### src/rtl/move_scheduler.sv
// Button-to-engine move scheduler: priority arbitration, move FIFO, one-at-a-time issue.
// Optional HOLDOFF_EN macro adds a minimum gap (HOLDOFF_CYCLES) after each move_done.
module move_scheduler #(
  parameter int QUEUE_DEPTH    = 4,
  parameter int CNT_W          = 3,
  parameter int HOLDOFF_CYCLES = 1000000
) (
  input  logic             clk,
  input  logic             rst,
  input  logic             btn_up,
  input  logic             btn_down,
  input  logic             btn_left,
  input  logic             btn_right,
  input  logic             btn_new,
  output logic             move_valid,
  output logic [1:0]       move_dir,
  input  logic             move_ready,
  input  logic             move_done,
  output logic             newgame_req,
  input  logic             newgame_ack,
  output logic [CNT_W-1:0] q_count,
  output logic             overflow,
  output logic             busy
);

  localparam int PTR_W = (QUEUE_DEPTH > 1) ? $clog2(QUEUE_DEPTH) : 1;

  typedef enum logic [2:0] {
    S_IDLE,
    S_ISSUE,
    S_WAIT,
    S_NEW
`ifdef HOLDOFF_EN
    , S_HOLD
`endif
  } state_t;

  state_t           r_state, w_next;
  logic [1:0]       r_mem [QUEUE_DEPTH];
  logic [PTR_W-1:0] r_wr_ptr, r_rd_ptr;
  logic [CNT_W-1:0] r_count;
  logic [1:0]       r_dir;
  logic             r_new_pending, r_overflow;

  logic [3:0] w_btn;
  logic [1:0] w_win_dir;
  logic       w_any, w_multi, w_full, w_pop, w_flush, w_ignore, w_push, w_drop, w_hold_done;

  assign w_btn   = {btn_up, btn_down, btn_left, btn_right};
  assign w_any   = |w_btn;
  assign w_multi = (w_btn & (w_btn - 4'd1)) != 4'd0;
  assign w_full  = (r_count == CNT_W'(QUEUE_DEPTH));
  assign w_pop   = (r_state == S_ISSUE) && move_ready;
  assign w_flush = (r_state == S_IDLE) && r_new_pending;
  // Pulses arriving while a new game starts are discarded silently, not counted as overflow.
  assign w_ignore = (r_state == S_NEW) || w_flush;
  assign w_push   = w_any && !w_ignore && (!w_full || w_pop);
  assign w_drop   = w_any && !w_ignore && (w_multi || (w_full && !w_pop));

  always_comb begin
    w_win_dir = 2'b11;
    if (btn_up)        w_win_dir = 2'b00;
    else if (btn_down) w_win_dir = 2'b01;
    else if (btn_left) w_win_dir = 2'b10;
  end

`ifdef HOLDOFF_EN
  localparam int HOLD_W = $clog2(HOLDOFF_CYCLES + 1);
  logic [HOLD_W-1:0] r_hold;

  always_ff @(posedge clk or posedge rst) begin
    if (rst)                    r_hold <= '0;
    else if (r_state != S_HOLD) r_hold <= '0;
    else                        r_hold <= r_hold + HOLD_W'(1);
  end

  assign w_hold_done = (r_hold == HOLD_W'(HOLDOFF_CYCLES - 1));
`else
  logic w_unused_holdoff;
  assign w_unused_holdoff = |HOLDOFF_CYCLES;
  assign w_hold_done      = 1'b0;
`endif

  always_comb begin
    w_next = r_state;
    case (r_state)
      S_IDLE: begin
        if (r_new_pending)         w_next = S_NEW;
        else if (r_count != '0)    w_next = S_ISSUE;
      end
      S_ISSUE: if (move_ready)     w_next = S_WAIT;
      S_WAIT: begin
`ifdef HOLDOFF_EN
        if (move_done)             w_next = S_HOLD;
`else
        if (move_done)             w_next = S_IDLE;
`endif
      end
`ifdef HOLDOFF_EN
      S_HOLD: if (r_new_pending || w_hold_done) w_next = S_IDLE;
`endif
      S_NEW: if (newgame_ack)      w_next = S_IDLE;
      default:                     w_next = S_IDLE;
    endcase
  end

  always_ff @(posedge clk or posedge rst) begin
    if (rst) r_state <= S_IDLE;
    else     r_state <= w_next;
  end

  always_ff @(posedge clk) begin
    if (w_push) r_mem[r_wr_ptr] <= w_win_dir;
  end

  always_ff @(posedge clk or posedge rst) begin
    if (rst) begin
      r_wr_ptr      <= '0;
      r_rd_ptr      <= '0;
      r_count       <= '0;
      r_dir         <= '0;
      r_new_pending <= 1'b0;
      r_overflow    <= 1'b0;
    end else begin
      r_overflow <= w_drop;
      // A fresh btn_new in the flush cycle stays pending so it is not lost.
      if (btn_new)      r_new_pending <= 1'b1;
      else if (w_flush) r_new_pending <= 1'b0;
      if ((r_state == S_IDLE) && (w_next == S_ISSUE)) r_dir <= r_mem[r_rd_ptr];
      if (w_flush) begin
        r_wr_ptr <= '0;
        r_rd_ptr <= '0;
        r_count  <= '0;
      end else begin
        if (w_push) r_wr_ptr <= r_wr_ptr + PTR_W'(1);
        if (w_pop)  r_rd_ptr <= r_rd_ptr + PTR_W'(1);
        r_count <= r_count + CNT_W'(w_push) - CNT_W'(w_pop);
      end
    end
  end

  assign move_valid  = (r_state == S_ISSUE);
  assign move_dir    = r_dir;
  assign newgame_req = (r_state == S_NEW);
  assign busy        = (r_state != S_IDLE);
  assign q_count     = r_count;
  assign overflow    = r_overflow;

endmodule
### config.mk
export PLATFORM = sky130hd
export DESIGN_NAME = move_scheduler
export DESIGN_NICKNAME = d
export VERILOG_FILES = /design/src/rtl/move_scheduler.sv
export SDC_FILE = /design/constraint.sdc
export NUM_CORES = 1
export LEC_CHECK = 0
export BUFFER_PORTS_ARGS = -buffer_cell sky130_fd_sc_hd__buf_2
export CORE_MARGIN = 2
export CORE_UTILIZATION = 44
export CTS_CLUSTER_DIAMETER = 120
export DETAILED_ROUTE_END_ITERATION = 10
export PLACE_DENSITY = 0.61
export SLEW_MARGIN = 20
export SYNTH_ARGS = -nofsm -noshare
export SYNTH_HDL_FRONTEND = slang
export SYNTH_SLANG_ARGS = --single-unit
### constraint.sdc
create_clock -name clk -period 3.93 [get_ports clk]
set_clock_uncertainty 0.15 [all_clocks]
set_input_delay 0.393 -clock clk [delete_from_list [all_inputs] [get_ports clk]]
set_output_delay 0.393 -clock clk [all_outputs]
set_load 0.03 [all_outputs]
==> flow_metrics.env <==
export IMPL_wl_met3_um=84
export IMPL_leakagePower_nw=0.6060
export IMPL_avgSynthCellArea_um2=11.80
export IMPL_dp_hpwl_um=1622
export IMPL_fillCellCount=232
export IMPL_globalplace_congestion=0.7912
export IMPL_cts_sinks=22
export IMPL_dr_pass1_iters=4
export IMPL_grt_first_pass_wirelength_um=3422
export IMPL_cp_start_kind="register"
export IMPL_path_clk_slew_ns=0.12
export IMPL_cts_max_path_buffers=2
export IMPL_antenna_found_initial=0
export IMPL_cts_made_buffers=3
export IMPL_area_delta_synth_final_pct=15.30
export IMPL_yosysUniqueCellTypes=36
export IMPL_status="completed"
export IMPL_fin_crit_sh_pct=75.76
export IMPL_timing_final_crit_period_ns=2.977
export IMPL_fin_cells=148
export IMPL_clk_latency_ns=0.30
export IMPL_synth_area_um2=1145
export IMPL_dr_wl_met2_um=1016
export IMPL_cpPeakStageDelay_ns=0.52
export IMPL_final_layout_size_suffix_gt1_share_pct=24.58
export IMPL_nNetsFinal=136
export IMPL_ir_drop_mv=0.4255
export IMPL_finalSetupTns_ns=0
export IMPL_cts_hold_buf=1
export IMPL_hp_class="primary input to register"
export IMPL_cts_htree_levels=1
export IMPL_routed_wl_um=2156
export IMPL_route_detailed_drc=0
export IMPL_end_kind="register"
export IMPL_ios=19
export IMPL_insertedDiodeCount=0
export IMPL_slew_violations=0
export IMPL_p_clk_share_pct=19.6
export IMPL_pwr_share_comb_pct=38.2
export IMPL_ys_ff_latch=22
export IMPL_p_switching_mw=0.3256
export IMPL_wl_met1_um=1031
export IMPL_cp_max_fo=7
export IMPL_yosys_warnings=0
export IMPL_syn_inst=97
export IMPL_ys_seq_area_share_pct=51.58
export IMPL_grt_pass1_vias=780
export IMPL_rsz0062_at_grt="no"
export IMPL_wl_per_cell_um=14.57
export IMPL_die_h_um=55.01
export IMPL_max_slew_margin_rel_pct=61.67
export IMPL_core_um2=2477
export IMPL_fmax_mhz=335.9
export IMPL_cts_root_buffer="clkbuf_4"
export IMPL_final_hold_viol_count=0
export IMPL_vias_per_cell=5.338
export IMPL_finalSetupViolations=0
export IMPL_postCtsSetupBuffers=0
export IMPL_initial_utilization_pct=46.21
export IMPL_slowest_stage="or3b_2"
export IMPL_p_per_area_nw_per_um2=669.3
export IMPL_cts_tree="built"
export IMPL_drv_cap=0
export IMPL_placed_cells=143
export IMPL_dr_first_iter_drc_count=16
export IMPL_grt_max_degree=15
export IMPL_p_int_mw=0.5579
export IMPL_via_count=790
export IMPL_grt_overflow_total=0
export IMPL_post_cts_resize_count=0
export IMPL_worstMarginPinSlew_ns=0.5742
export IMPL_ant_nets=0
export IMPL_cp_arrival_ns=3.06
export IMPL_synth_fp_nets=114
export IMPL_die_x_um=55.01
export IMPL_crit_chain="or3b_2 -> o211ai_2 -> nand2b_1 -> ha_1 -> inv_1 -> ha_1 -> inv_1 -> fa_1 -> xor2_1 -> and2_1 -> nor3_1"
export IMPL_critPathKind="register to register"
export IMPL_grt_usage_pct=16.26
export IMPL_seqPwrFrac_pct=42.1
export IMPL_rows=18
export IMPL_switching_share_pct=36.85
export IMPL_die_area_um2=3026
export IMPL_io_buffers=18
export IMPL_crit_required_ns=4.01
export IMPL_top_layer_used="met4"
final timing paths:
kind	slack [ns]	depth (start not counted)	to	from
max in group asynchronous	2.74	3	r_state[2]	rst
min	0.12	2	r_new_pending	btn_new
min in group asynchronous	0.52	3	move_dir[1]	rst
max reg2reg	0.95	11	q_count[2]	q_count[1]
min reg2reg	0.36	1	move_dir[1]	move_dir[1]
max	0.95	11	q_count[2]	q_count[1]
power groups by stage:
stage               sequential [mW]  combinational [mW]  clock, mW
global placement              0.374               0.325          0
CTS                           0.372               0.343      0.179
finish                        0.372               0.338      0.174
global route                  0.385               0.379      0.188
floorplan                     0.420               0.204          0
detailed placement            0.377               0.340          0
worst max-delay path: cells and delay by family (launching register included):
kind | cells | cell delay (ns)
and+or+nand+nor | 4 | 0.95
adders and majority gates | 3 | 0.74
DFF | 1 | 0.46
AOI/OAI and AO/OA | 1 | 0.35
xor gates and xnor gates | 1 | 0.16
buffers and inverters | 2 | 0.11
synth_stat cells, drive strengths merged:
library cell / number / share of area [%]
or3: 3 / 2.1
conb: 1 / 0.33
o21ai: 1 / 0.44
nand4bb: 1 / 0.98
or4: 1 / 0.66
nand2: 7 / 2.3
nor2: 6 / 2.0
nor4: 1 / 0.55
fa: 1 / 1.7
o211ai: 1 / 1.1
nor4b: 1 / 0.77
edfxtp: 8 / 21
o22ai: 1 / 0.55
and4: 1 / 0.77
nand3b: 1 / 0.66
nor3: 1 / 0.44
and2: 3 / 1.6
a21oi: 3 / 1.3
nor3b: 4 / 2.6
or4b: 1 / 0.87
mux2i: 3 / 2.6
a31o: 1 / 0.77
a311oi: 1 / 0.77
buf: 1 / 0.98
xor2: 1 / 0.77
a21o: 1 / 0.66
mux2: 2 / 2.0
clkbuf: 1 / 0.33
or3b: 1 / 0.77
inv: 11 / 3.6
nand2b: 3 / 1.6
dfrtp: 14 / 31
a211oi: 2 / 1.3
mux4: 2 / 3.9
ha: 6 / 6.6
cell usage in the layout, fill, tap and decap left out, drive strengths merged, types with 2 or more instances in the layout:
cell type,n
inv,11
a211oi,2
edfxtp,8
dfrtp,14
and2,3
or3,3
clkbuf,3
mux2i,3
nor2,6
buf,18
nand2b,3
nand2,7
ha,6
mux2,2
a21oi,3
mux4,2
nor3b,4
cells by family after synthesis:
family          Yosys count  share of synthesized area, %
xor+xnor                  1                        0.7652
fa+ha+maj                 7                         8.306
compound gates           11                         6.885
other cells               1                        0.3276
simple gates             35                         18.69
buf+inv                  13                         4.918
mux                       7                         8.524
flops                    22                         51.59
flip-flops by register name, summed over array words and instances (netlist names):
name,flops
move_dir,2
overflow,1
q_count,3
r_mem,8
r_new_pending,1
r_rd_ptr,2
r_state,3
r_wr_ptr,2
cell type report:
cell class	count	area [µm²]	share of cell area, %
Clock buffer	3	22.52	1.706
Timing Repair Buffer	19	100.1	7.583
Multi-Input combinational cell	62	498.0	37.73
Tap cell	30	37.54	2.844
Inverter	11	41.29	3.128
Clock inverter	1	30.03	2.275
Sequential cell	22	590.6	44.74
stage by stage:
stage	setup WS [ns]	hold slack [ns]	total power [mW]	utilization, %	cell area [µm²]
after floorplan	1.008	0.1322	0.6239	-	1145
after global placement	1.019	0.3063	0.6986	50.76	1257
after detailed placement	0.9433	0.3268	0.7169	50.76	1257
after CTS	0.9193	0.1073	0.8943	53.28	1320
after global routing	0.7997	0.1138	0.9515	53.28	1320
final	0.9527	0.1216	0.8835	53.28	1320
layer usage:
| layer | vias up | global-route usage, % |
|---|---|---|
| li1 | 386 | - |
| met1 | 382 | 21.32 |
| met2 | 18 | 25.99 |
| met3 | 4 | 2.957 |
| met4 | 0 | 7.724 |
| met5 | - | 0 |
Power figures use the tool's default switching activity.
